[config.mk]
export PLATFORM = sky130hd
export DESIGN_NAME = hazard_issue_ctrl_flat
export DESIGN_NICKNAME = d
export VERILOG_FILES = /design/src/rtl/hazard_issue_ctrl_pkg.sv /design/src/rtl/hazard_issue_ctrl_if.sv /design/src/rtl/hazard_issue_ctrl_hazard_cmp.sv /design/src/rtl/hazard_issue_ctrl.sv /design/src/flat_wrapper.sv
export SDC_FILE = /design/constraint.sdc
export NUM_CORES = 1
export LEC_CHECK = 0
export CAP_MARGIN = 40
export CORE_ASPECT_RATIO = 1.4
export CORE_MARGIN = 4
export CORE_UTILIZATION = 40
export CTS_CLUSTER_DIAMETER = 40
export CTS_CLUSTER_SIZE = 25
export DETAILED_ROUTE_END_ITERATION = 8
export GPL_ROUTABILITY_DRIVEN = 0
export GPL_TIMING_DRIVEN = 0
export HOLD_SLACK_MARGIN = 0.1
export PLACE_DENSITY = 0.69
export SYNTH_ARGS = -nofsm -noshare
export SYNTH_HDL_FRONTEND = slang
export SYNTH_SLANG_ARGS = --single-unit
[constraint.sdc]
create_clock -name clk -period 2.5 [get_ports clk]
set_input_delay 0.75 -clock clk [delete_from_list [all_inputs] [get_ports clk]]
set_output_delay 0.75 -clock clk [all_outputs]
set_load 0.01 [all_outputs]
[src/rtl/hazard_issue_ctrl_pkg.sv]
// Shared types and constants for the WISC ID->EX issue controller.
// Optional feature macro used across this slice: WISC_FWD_EN (EX/MEM forwarding present).
package wisc_ctrl_pkg;

  localparam int REG_W = 3;

  typedef enum logic [1:0] {
    RUN     = 2'd0,
    CT_WAIT = 2'd1,
    HALT    = 2'd2
  } state_e;

  // One in-flight register writer: valid, destination, and "is a load".
  typedef struct packed {
    logic             v;
    logic [REG_W-1:0] rd;
    logic             ld;
  } sb_entry_t;

endpackage

[src/rtl/hazard_issue_ctrl_if.sv]
// ID-stage decode flags in, issue/stall decisions out.
// The master side is the decode stage, the slave side is the issue controller.
interface hazard_issue_ctrl_if;
  import wisc_ctrl_pkg::*;

  logic             mem_stall;
  logic             id_valid;
  logic             id_readEn1;
  logic             id_readEn2;
  logic [REG_W-1:0] id_rs;
  logic [REG_W-1:0] id_rt;
  logic             id_regWrite;
  logic [REG_W-1:0] id_rd;
  logic             id_memRead;
  logic             id_branch;
  logic             id_jump;
  logic             id_halt;
  logic             stall_if;
  logic             bubble_ex;
  logic             issue;
  logic             halted;

  modport master (
    output mem_stall, id_valid, id_readEn1, id_readEn2, id_rs, id_rt,
           id_regWrite, id_rd, id_memRead, id_branch, id_jump, id_halt,
    input  stall_if, bubble_ex, issue, halted
  );

  modport slave (
    input  mem_stall, id_valid, id_readEn1, id_readEn2, id_rs, id_rt,
           id_regWrite, id_rd, id_memRead, id_branch, id_jump, id_halt,
    output stall_if, bubble_ex, issue, halted
  );

endinterface

[src/rtl/hazard_issue_ctrl_hazard_cmp.sv]
// Compares one scoreboard entry against the ID source registers.
// Under WISC_FWD_EN it also reports whether the matching writer is a load.
module hazard_cmp
  import wisc_ctrl_pkg::*;
(
  input  logic             v,
  input  logic [REG_W-1:0] rd,
`ifdef WISC_FWD_EN
  input  logic             ld,
  output logic             match_ld,
`endif
  input  logic             read_en1,
  input  logic             read_en2,
  input  logic [REG_W-1:0] rs,
  input  logic [REG_W-1:0] rt,
  output logic             match
);

  // R0 is an ordinary register here, so no zero-register exclusion.
  assign match = v & ((read_en1 & (rs == rd)) | (read_en2 & (rt == rd)));

`ifdef WISC_FWD_EN
  assign match_ld = match & ld;
`endif

endmodule

[src/rtl/hazard_issue_ctrl.sv]
// Issue controller between ID and EX of the WISC 5-stage pipeline.
// Tracks in-flight writers (EX, MEM) in a shift scoreboard, interlocks on
// RAW hazards, holds fetch for the control-transfer penalty, and parks in
// HALT until reset. WB is not tracked: the register file writes through.
// Optional feature macro: WISC_FWD_EN -- with forwarding only load-use stalls.
module hazard_issue_ctrl
  import wisc_ctrl_pkg::*;
#(
  parameter int DEPTH      = 2,
  parameter int CT_PENALTY = 2   // legal range 1..7 (3-bit counter)
) (
  input  logic                clk,
  input  logic                rst,
  hazard_issue_ctrl_if.slave  bus
);

  state_e     state_q, state_d;
  logic [2:0] cnt_q,   cnt_d;
  sb_entry_t  sb_q [DEPTH];
  sb_entry_t  sb_d [DEPTH];

  logic [DEPTH-1:0] match;
  logic [DEPTH-1:0] hit;
  logic             haz;
  logic             issue;
  logic             stall_if;
  logic             bubble_ex;
  logic             halted;

`ifdef WISC_FWD_EN
  logic [DEPTH-1:0] match_ld;
`endif

  // One comparator per tracked pipeline stage.
  for (genvar g = 0; g < DEPTH; g++) begin : g_cmp
    hazard_cmp u_cmp (
      .v        (sb_q[g].v),
      .rd       (sb_q[g].rd),
`ifdef WISC_FWD_EN
      .ld       (sb_q[g].ld),
      .match_ld (match_ld[g]),
`endif
      .read_en1 (bus.id_readEn1),
      .read_en2 (bus.id_readEn2),
      .rs       (bus.id_rs),
      .rt       (bus.id_rt),
      .match    (match[g])
    );
  end

  // Select which matches stall: only a load in EX with forwarding, any match without.
  always_comb begin
    // NOTE: every always_comb output gets a default first so no path can infer a latch.
    hit = '0;
`ifdef WISC_FWD_EN
    hit[0] = match_ld[0];
`else
    hit = match;
`endif
    haz = bus.id_valid & (|hit);
  end

  // Output decode from current state, scoreboard and ID inputs.
  always_comb begin
    issue     = 1'b0;
    stall_if  = 1'b1;
    bubble_ex = 1'b1;
    halted    = (state_q == HALT);
    if (state_q == RUN) begin
      issue     = bus.id_valid & ~haz & ~bus.mem_stall;
      stall_if  = haz | bus.mem_stall;
      bubble_ex = ~issue;
    end
  end

  assign bus.issue     = issue;
  assign bus.stall_if  = stall_if;
  assign bus.bubble_ex = bubble_ex;
  assign bus.halted    = halted;

  // Next-state: shift scoreboard, sequence RUN/CT_WAIT/HALT; mem_stall freezes all.
  always_comb begin
    state_d = state_q;
    cnt_d   = cnt_q;
    for (int i = 0; i < DEPTH; i++) sb_d[i] = sb_q[i];

    if (!bus.mem_stall) begin
      sb_d[0].v  = issue & bus.id_regWrite;
      sb_d[0].rd = issue ? bus.id_rd : '0;
      sb_d[0].ld = issue & bus.id_memRead;
      for (int i = 1; i < DEPTH; i++) sb_d[i] = sb_q[i-1];

      case (state_q)
        RUN: begin
          if (issue && bus.id_halt) begin
            state_d = HALT;
          end else if (issue && (bus.id_branch || bus.id_jump)) begin
            state_d = CT_WAIT;
            cnt_d   = 3'(CT_PENALTY);
          end
        end
        CT_WAIT: begin
          if (cnt_q <= 3'd1) begin
            state_d = RUN;
            cnt_d   = '0;
          end else begin
            cnt_d = cnt_q - 3'd1;
          end
        end
        HALT:    state_d = HALT;
        default: state_d = RUN;
      endcase
    end
  end

  // State registers with synchronous reset; scoreboard is cleared so no stale writer survives.
  always_ff @(posedge clk) begin
    // NOTE: sequential state uses non-blocking assignments so all flops update together.
    if (rst) begin
      state_q <= RUN;
      cnt_q   <= '0;
      // NOTE: the scoreboard must be reset, unlike a data RAM: a stale valid bit would stall forever.
      for (int i = 0; i < DEPTH; i++) sb_q[i] <= '0;
    end else begin
      state_q <= state_d;
      cnt_q   <= cnt_d;
      for (int i = 0; i < DEPTH; i++) sb_q[i] <= sb_d[i];
    end
  end

endmodule

[src/flat_wrapper.sv]
// flat-port wrapper written by rule: the top's interface ports become plain ports
module hazard_issue_ctrl_flat import wisc_ctrl_pkg::*;
#(
  parameter int DEPTH      = 2,
  parameter int CT_PENALTY = 2                                      
)
  (clk, rst, bus_mem_stall, bus_id_valid, bus_id_readEn1, bus_id_readEn2, bus_id_rs, bus_id_rt, bus_id_regWrite, bus_id_rd, bus_id_memRead, bus_id_branch, bus_id_jump, bus_id_halt, bus_stall_if, bus_bubble_ex, bus_issue, bus_halted);
  hazard_issue_ctrl_if bus_i ();
  input  logic clk;
  input  logic rst;
  input wire logic [$bits(bus_i.mem_stall)-1:0] bus_mem_stall;
  input wire logic [$bits(bus_i.id_valid)-1:0] bus_id_valid;
  input wire logic [$bits(bus_i.id_readEn1)-1:0] bus_id_readEn1;
  input wire logic [$bits(bus_i.id_readEn2)-1:0] bus_id_readEn2;
  input wire logic [$bits(bus_i.id_rs)-1:0] bus_id_rs;
  input wire logic [$bits(bus_i.id_rt)-1:0] bus_id_rt;
  input wire logic [$bits(bus_i.id_regWrite)-1:0] bus_id_regWrite;
  input wire logic [$bits(bus_i.id_rd)-1:0] bus_id_rd;
  input wire logic [$bits(bus_i.id_memRead)-1:0] bus_id_memRead;
  input wire logic [$bits(bus_i.id_branch)-1:0] bus_id_branch;
  input wire logic [$bits(bus_i.id_jump)-1:0] bus_id_jump;
  input wire logic [$bits(bus_i.id_halt)-1:0] bus_id_halt;
  output wire logic [$bits(bus_i.stall_if)-1:0] bus_stall_if;
  output wire logic [$bits(bus_i.bubble_ex)-1:0] bus_bubble_ex;
  output wire logic [$bits(bus_i.issue)-1:0] bus_issue;
  output wire logic [$bits(bus_i.halted)-1:0] bus_halted;
  assign bus_i.mem_stall = bus_mem_stall;
  assign bus_i.id_valid = bus_id_valid;
  assign bus_i.id_readEn1 = bus_id_readEn1;
  assign bus_i.id_readEn2 = bus_id_readEn2;
  assign bus_i.id_rs = bus_id_rs;
  assign bus_i.id_rt = bus_id_rt;
  assign bus_i.id_regWrite = bus_id_regWrite;
  assign bus_i.id_rd = bus_id_rd;
  assign bus_i.id_memRead = bus_id_memRead;
  assign bus_i.id_branch = bus_id_branch;
  assign bus_i.id_jump = bus_id_jump;
  assign bus_i.id_halt = bus_id_halt;
  assign bus_stall_if = bus_i.stall_if;
  assign bus_bubble_ex = bus_i.bubble_ex;
  assign bus_issue = bus_i.issue;
  assign bus_halted = bus_i.halted;
  hazard_issue_ctrl #(.DEPTH(DEPTH), .CT_PENALTY(CT_PENALTY)) u_core (.clk(clk), .rst(rst), .bus(bus_i));
endmodule
======== Yosys cells after proc, flatten, opt, wreduce, memory -nomap -nowiden ========
Memories as Yosys holds them, arrays and structs flattened.
Cells that the tools add are included.
word-level totals
  flip-flop bits (word level) ............. 5
  RAM bits ................................ 10
  bits of input ports ..................... 20
  logic and storage cells ................. 60
  memories kept ........................... 1
cells by class
  add/sub/neg operators ................... 1
  order comparisons ....................... 1
  equal/unequal tests ..................... 10
  multiplexer cells ....................... 18
  bitwise operators ....................... 19
  reductions and logical operators ........ 8
memories
  name         depth  width  read ports  clocked after Yosys merged registers in  wr ports  line                     text
  u_core.sb_q  2      5      2           0                                        2         hazard_issue_ctrl.sv:19  sb_entry_t sb_q [DEPTH];
operators with widths
  operator               count
  $eq A3 B3 Y1           4
  $mux W3                4
  $and A1 B1 Y1          11
  $mux W10               1
  $mux W5                2
  $mux W1                6
  $mux W2                3
  $pmux W2 S3            1
  $pmux W3 S2            1
  $or A1 B1 Y1           5
  $ne A2 B2 Y1 const B   2
  $reduce_and A4 Y1      1
  $le A3 B1 Y1 const B   1
  $ne A3 B3 Y1 const B   1
  $not A1 Y1             3
  $reduce_and A3 Y1      1
  $sub A3 B1 Y3 const B  1
  $eq A2 B1 Y1 const B   1
  $eq A2 B2 Y1 const B   1
  $logic_and A1 B1 Y1    2
  $logic_not A2 Y1       1
  $ne A2 B1 Y1 const B   1
  $reduce_bool A2 Y1     1
  $reduce_or A2 Y1       1
  $logic_or A1 B1 Y1     1

======== Logic depth before layout (Yosys ltp) ========
  depth after elaboration ................. 14
  gate-level depth with buffers ........... 7

======== By module ========
A second synthesis with hierarchy kept.
second synthesis, totals
  cells, all modules ...................... 88
  area total of the unflattened synthesis .. 750.7 sq um
by module, submodules not included
  module             times used  cells an instance  area each (sq um)
  hazard_issue_ctrl  1           70                 605.6
  hazard_cmp         2           9                  72.6

======== Least setup slack after synthesis ========
Ideal clock, no wire load.
  kind .................................... input to output
  from .................................... in bus_id_rs[2]
  to ...................................... out bus_issue
  data arrival time ....................... 1578 ps
  data required time ...................... 1750 ps
  path slack .............................. 172 ps
  stages on the path ...................... 5
  path through ............................ xnor2_1 -> and4_1 -> o21ai_4 -> nand4_4 -> inv_1
on the way
  cells in the longest elaborated chain, start to end .. 10
  elaborated cells between the ends (all ways) .. 14
  classes of those cells .................. eq/ne (2); mux (1); bitwise (10); reduce/logical (1)
RTL lines
  item                          line                                text
  start, declared               flat_wrapper.sv:15                  input wire logic [$bits(bus_i.id_rs)-1:0] bus_id_rs;
  $eq A3 B3 Y1                  hazard_issue_ctrl_hazard_cmp.sv:20  assign match = v & ((read_en1 & (rs == rd)) | (read_en2 & (rt == rd)));
  $and A1 B1 Y1                 hazard_issue_ctrl_hazard_cmp.sv:20
  $or A1 B1 Y1                  hazard_issue_ctrl_hazard_cmp.sv:20
  $and A1 B1 Y1                 hazard_issue_ctrl_hazard_cmp.sv:20
  $reduce_or A2 Y1 *            hazard_issue_ctrl.sv:60             haz = bus.id_valid & (|hit);
  $and A1 B1 Y1 *               hazard_issue_ctrl.sv:60
  $not A1 Y1 *                  hazard_issue_ctrl.sv:70             issue = bus.id_valid & ~haz & ~bus.mem_stall;
  $and A1 B1 Y1 * (2 in a row)  hazard_issue_ctrl.sv:70
  $mux W1 *                     hazard_issue_ctrl.sv:69             if (state_q == RUN) begin
  end, declared                 flat_wrapper.sv:25                  output wire logic [$bits(bus_i.issue)-1:0] bus_issue;
Mark *: on every way between the ends. The rest lies on a longest branch, timed or not.

======== Worst setup path in the final report ========
  from .................................... in bus_id_rs[2]
  to ...................................... out bus_stall_if
on the way
  cells in the longest elaborated chain, start to end .. 8
  elaborated cells between the ends (all ways) .. 12
  classes of those cells .................. eq/ne (2); mux (1); bitwise (8); reduce/logical (1)
RTL lines
  item                line                                text
  $eq A3 B3 Y1        hazard_issue_ctrl_hazard_cmp.sv:20
  $and A1 B1 Y1       hazard_issue_ctrl_hazard_cmp.sv:20
  $or A1 B1 Y1        hazard_issue_ctrl_hazard_cmp.sv:20
  $and A1 B1 Y1       hazard_issue_ctrl_hazard_cmp.sv:20
  $reduce_or A2 Y1 *  hazard_issue_ctrl.sv:60
  $and A1 B1 Y1 *     hazard_issue_ctrl.sv:60
  $or A1 B1 Y1 *      hazard_issue_ctrl.sv:71             stall_if = haz | bus.mem_stall;
  $mux W1 *           hazard_issue_ctrl.sv:69
  end, declared       flat_wrapper.sv:23                  output wire logic [$bits(bus_i.stall_if)-1:0] bus_stall_if;
Marked as above.

==> flow_metrics.py <==
metrics = {
    "drt": {
        "route.final.wire_length_mm": 1.92,
        "route.antenna.remaining_nets": 0,
        "wl_cell_um": 13.2,
        "detailroute.via_count": 766,
        "drt-vias-per-instance": 5.25,
        "initialDrtViolationCount": 15,
        "drc": 0,
        "drtPass1Iterations": 4,
    },
    "clock_tree": {
        "clkSlewWorstSetupHoldPaths_ns": 0.08,
        "clock_path_buffers": 2,
        "clk_latency_ns": 0.28,
        "number_of_sinks_on_the_clock_net": 13,
        "cts_made_buffers": 3,
        "cts-htree-levels": 1,
        "number_of_buffers_added_to_fix_hold_violations_after_cts": 0,
        "cts_tree": "done",
        "root_buffer": "clkbuf_4",
    },
    "synth": {
        "post_synth.cell_area_avg_um2": 8.75,
        "yosysUniqueCellTypes": 32,
        "synth_fp_nets": 116,
        "synth.cell_area_um2": 822,
        "ys.warnings.count": 0,
        "synth_sequential_area_ratio_pct": 31.7,
        "register_bit_count_reported_by_yosys": 13,
        "synthesis.instances": 94,
    },
    "layout": {
        "synthToLayoutAreaGrowth_pct": 40.9,
        "final_core_utilization_pct": 59.4,
        "layout.nets": 148,
        "post_layout_nonfiller_instances": 146,
        "antenna_cells": 0,
        "drive_gt1_share_pct": 25.6,
    },
    "worst_setup_path": {
        "crit_start": "bus_id_rs[2]",
        "cpLargestDelayFamily": "compound AO/OA/AOI/OAI gates",
        "timing.rr.start": "u_core.sb_q[0][8]$_SDFFE_PP0N_",
        "worstPathMaxFanout": 4,
        "timing.setup.critical_path_class": "in -> out",
        "worst_path_max_delay_cell": "and4_4",
        "crit_path_max_incr_delay_ns": 0.20,
        "cp.arrival_ns": 1.75,
        "start_kind": "input pin",
        "crit_chain": "buf_8 > xnor2_2 > and4_4 > o21ai_4 > nand2_1 > a21o_1 > buf_2",
        "critical_path.n_buffers_inverters": 2,
        "timing.critical_path.required_ns": 1.75,
        "critPathCaptureType": "output port",
    },
    "sta": {
        "hold-worst-slack_ns": 0.534,
        "setup_viol": 1,
        "slew_viol_final": 0,
        "final.period_utilization_pct": 100,
        "fmax_ghz": 0.400,
        "grt_setup_unrepaired": "yes",
        "worst_slew_pin_slew_ns": 0.510,
        "layout_setup_ws_ns": -0.00112,
        "fin_worst_skew_ns": 0.00278,
        "fin_crit_ns": 2.50,
        "headroom_to_the_max_slew_limit_pct": 66.0,
        "hold_viol": 0,
    },
    "die": {
        "core_um2": 1950,
        "fp-row-count": 19,
        "die-area_um2": 2850,
        "floorplan.die.height_um": 61.6,
        "initial_utilization_pct": 42.2,
        "die-width_um": 46.3,
        "ioPinCount": 24,
    },
    "placement": {
        "port-buffer-count": 22,
        "placed_cells": 137,
        "place_ws_ns": -0.871,
        "detailed_place_hpwl_mm": 1.45,
    },
    "grt": {
        "maximum_number_of_pins_on_one_net_before_global_route_repair": 11,
        "grt_util_all_layers_pct": 14.4,
        "grt_antenna_before_repair": 0,
        "gr-total-overflow": 0,
        "grt_pass1_wl_mm": 2.99,
        "via_count_of_the_first_global_routing_pass": 703,
    },
    "power_and_ir_drop": {
        "power.ir.vdd_worst_mv": 0.257,
        "pwr_density_cell_nw_per_um2": 408,
        "finalPower_w": 0.000473,
        "p_leak_nw": 0.447,
    },
    "min_path": {
        "worst_hold_startpoint": "u_core.cnt_q[2]$_SDFFE_PP0P_",
        "holdCritPathClass": "reg -> reg",
    },
    "run": {
        "drv_cap": 0,
    },
    "status": {
        "run_status": "complete, but fails checks",
        "violated_checks": "setup timing",
    },
}
-- metrics by stage --
stage               setup TNS (ns)  area, um^2
CTS                        -0.0114        1110
detailed placement           -2.44        1070
global route               -0.0554        1160
global placement             -2.41        1070
finish                    -0.00112        1160
floorplan                        0         822
-- cells in the mapped netlist --
cell / number / area share [%]
dfxtp_1: 13 / 32
nor2_1: 13 / 5.9
xnor2_1: 12 / 13
nand2_1: 10 / 4.6
inv_1: 6 / 2.7
mux2i_1: 4 / 4.9
o22ai_1: 4 / 3.0
a21oi_1: 3 / 1.8
and4_1: 3 / 3.2
a211oi_1: 2 / 1.8
ha_1: 2 / 3.0
o21ai_4: 2 / 4.0
a21o_1: 1 / 0.91
a221oi_2: 1 / 1.8
a311oi_1: 1 / 1.1
a32o_2: 1 / 1.4
a41oi_1: 1 / 1.1
and3_2: 1 / 0.91
and4_4: 1 / 1.4
buf_1: 1 / 0.46
buf_2: 1 / 0.61
clkbuf_1: 1 / 0.46
nand2b_1: 1 / 0.76
nand4_4: 1 / 2.6
nor2b_1: 1 / 0.76
nor3_1: 1 / 0.61
nor4bb_1: 1 / 1.2
o21ai_0: 1 / 0.61
o21bai_1: 1 / 0.91
o221a_1: 1 / 1.4
o31ai_1: 1 / 0.91
or3_1: 1 / 0.76
-- layer usage --
metal	share of wire, %	GRT usage (%)	vias to the layer above
li1	-	-	396
met1	43	17.4	353
met3	3.6	1.75	4
met2	52	25.0	13
met5	0	0	-
met4	1.5	6.10	0
-- power breakdown --
part | internal [W] | total (W) | leakage, nW | switching (W)
combinational | 0.0000687 | 0.000120 | 0.324 | 0.0000515
clock | 0.0000593 | 0.000130 | 0.0177 | 0.0000706
sequential | 0.000214 | 0.000223 | 0.106 | 0.00000849
-- path summary, 6_finish.rpt --
kind / cells past startpoint / endpoint / slack (ns)
max: 7 / bus_stall_if / -0.001
min: 2 / u_core.cnt_q[2]$_SDFFE_PP0P_ / 0.53
max reg2reg: 7 / u_core.cnt_q[1]$_SDFFE_PP0P_ / 0.74
min reg2reg: 2 / u_core.cnt_q[2]$_SDFFE_PP0P_ / 0.53
-- sequential cells by signal, indices dropped and copies added (netlist names) --
| name | flops |
|---|---|
| u_core.sb_q | 8 |
| u_core.cnt_q | 3 |
| u_core.state_q | 2 |
-- timing repair --
action	CTS	global route
resized for setup	49	8
setup endpoints to repair	3	3
setup buffers	3	2
pin swaps	10	7
-- worst reg2reg max path, delay by kind of cell, from the launching register on --
family / cells / cell delay [ns]
xor gates and xnor gates: 1 / 0.14
and+or+nand+nor: 1 / 0.25
DFF: 1 / 0.40
AOI/OAI and AO/OA: 3 / 0.61
buffers and inverters: 2 / 0.27
-- area by class of cell --
cell class	count	area, um^2
sequential	13	260
fill	186	791
inverter	6	22.5
tap	21	26.3
multi-input combinational	72	557
timing repair buffer	27	253
clock inverter	1	5.00
clock buffer	3	22.5
buffer	3	12.5
-- layout by cell type (no fill, tap or decap), types with 2 or more instances in the layout --
cell,n
clkdlybuf4s50_1,10
dfxtp_1,13
mux2i_1,4
buf_2,4
o22ai_1,4
xnor2_2,3
inv_1,5
nand2_1,10
buf_4,5
ha_1,2
clkdlybuf4s15_1,2
a21oi_1,3
clkbuf_4,3
and4_4,2
o21ai_4,2
a211oi_1,2
buf_6,5
xnor2_1,9
and4_1,2
nor2_1,13
-- cells by family (layout without fill, tap and decap cells) --
kind of cell / after synthesis / in the layout / share of synthesized area, %
xor gates and xnor gates: 12 / 12 / 12.8
buffers and inverters: 9 / 40 / 4.26
muxes: 4 / 4 / 4.87
DFF: 13 / 13 / 31.7
AOI/OAI and AO/OA: 20 / 20 / 20.7
adders and majority gates: 2 / 2 / 3.04
and+or+nand+nor: 34 / 34 / 22.7
No activity file was read; power rests on OpenSTA's default activity.
==> variant (same settings) <==
Change the package constant `REG_W` from 3 to 6.
--- a/src/rtl/hazard_issue_ctrl_pkg.sv
+++ b/src/rtl/hazard_issue_ctrl_pkg.sv
@@ -3,5 +3,5 @@
 package wisc_ctrl_pkg;
 
-  localparam int REG_W = 3;
+  localparam int REG_W = 6;
 
   typedef enum logic [1:0] {
Interface: changed (resized bus_id_rd, bus_id_rs and bus_id_rt); port bits go from 24 to 33. No check against the original RTL was run, so the function may have changed too.
==> variant against the unedited design <==
The run still ends with negative setup slack left; final area is 40% higher; global-route usage up 1.4 points; sequential power grew 46%; routed wire length increased by 42%; sequential cell count rose by 6; setup slack got worse by 0.22 ns; clock power rose by 20%; power increased by 37%; worst hold slack better by 0.015 ns; area after synthesis rose by 37%; largest power group unchanged.
==> variant: results (changes against the unedited design) <==
The run finished, with violations left. The final reports fail on negative setup slack. The setup violation total in the final timing report is 3 (+2). By area the synthesized netlist is led by dfxtp_1 (34%), xnor2_1 (19%), mux2i_1 (7.1%). The biggest cell delay along the critical path is 0.30 ns (+0.10 ns), and the cell leakage power is 0.642 nW (+44%). Ranked by instance count, the synthesized netlist is headed by xnor2_1 (24), nor2_1 (21), dfxtp_1 (19). For the critical path arrival, the log shows 1.97 ns (+0.22 ns). The final clock skew is 0.0117 ns (+0.00888 ns). For the detailed-route via count, the log shows 1,014 (+32%). The setup slack of the critical path after layout is -0.219 ns (-0.218 ns).

The run gives 0.30 ns (+0.02 ns) as the worst-skew pair later-pin latency. The clock slew seen by the registers of the worst setup and hold paths came out at 0.11 ns (+0.03 ns). The post-synthesis share of cell area spent on full adders, half adders and majority gates is 2.22% (-0.83 points), and the total negative slack for setup checks is -0.578 ns (-0.576 ns). The global-route wire length before repair was 4510 µm (+51%). The maximum fanout encountered on the critical timing path was 2 (-2). The largest registers in the layout are u_core.sb_q (14), u_core.cnt_q (3), u_core.state_q (2).

The slowest stage cell on the critical path was a221oi_2. The met2 usage is 29.6% (+4.6 points). The headroom to the max-slew limit was 65.3% (-0.65 points); the sum of net half-perimeters after detailed placement was 2100 µm (+45%).

The worst IR drop on VDD is 0.296 mV (+15%). The logs give 156 (+34%) for the net count after synthesis and 199 (+36%) for the number of cells in the finished layout apart from fillers. The run gives 10 (-5) as the first-iteration detailed-routing DRC count. The fraction of the mapped netlist area in compound gates works out to 17.5% (-3.2 points). The worst setup slack before clock tree synthesis was -1.10 ns (-0.232 ns); the count of TritonRoute iterations in the first routing pass was 2 (-2). The ratio of cells with drive above 1 in the final layout works out to 31.9% (+6.3 points).
-- variant: per-layer routing --
layer  vias to the layer above  wire length [µm]
met3                         5               168
met1                       458              1110
met5                         -                 0
met4                         0                23
met2                        28              1440
li1                        523                 -
-- variant: worst paths after layout --
kind                startpoint              end  slack, ns  depth (start not counted)
max               bus_id_rs[1]    bus_bubble_ex      -0.22                          9
min            u_core.cnt_q[1]  u_core.cnt_q[1]       0.55                          2
max reg2reg  u_core.sb_q[0][4]  u_core.cnt_q[0]       0.60                          7
min reg2reg    u_core.cnt_q[1]  u_core.cnt_q[1]       0.55                          2
-- variant: where the power goes --
group	internal, mW	switching, mW	total (mW)
combinational	0.0951	0.0710	0.166
sequential	0.312	0.0143	0.326
clock	0.0621	0.0937	0.156
total	0.469	0.179	0.648
-- variant: area by class of cell --
type	count	area, µm²
Sequential cell	19	380
Clock buffer	4	26.3
Timing Repair Buffer	34	290
Inverter	7	26.3
Fill cell	243	1040
Tap cell	36	45.0
Buffer	6	31.3
Multi-Input combinational cell	93	828
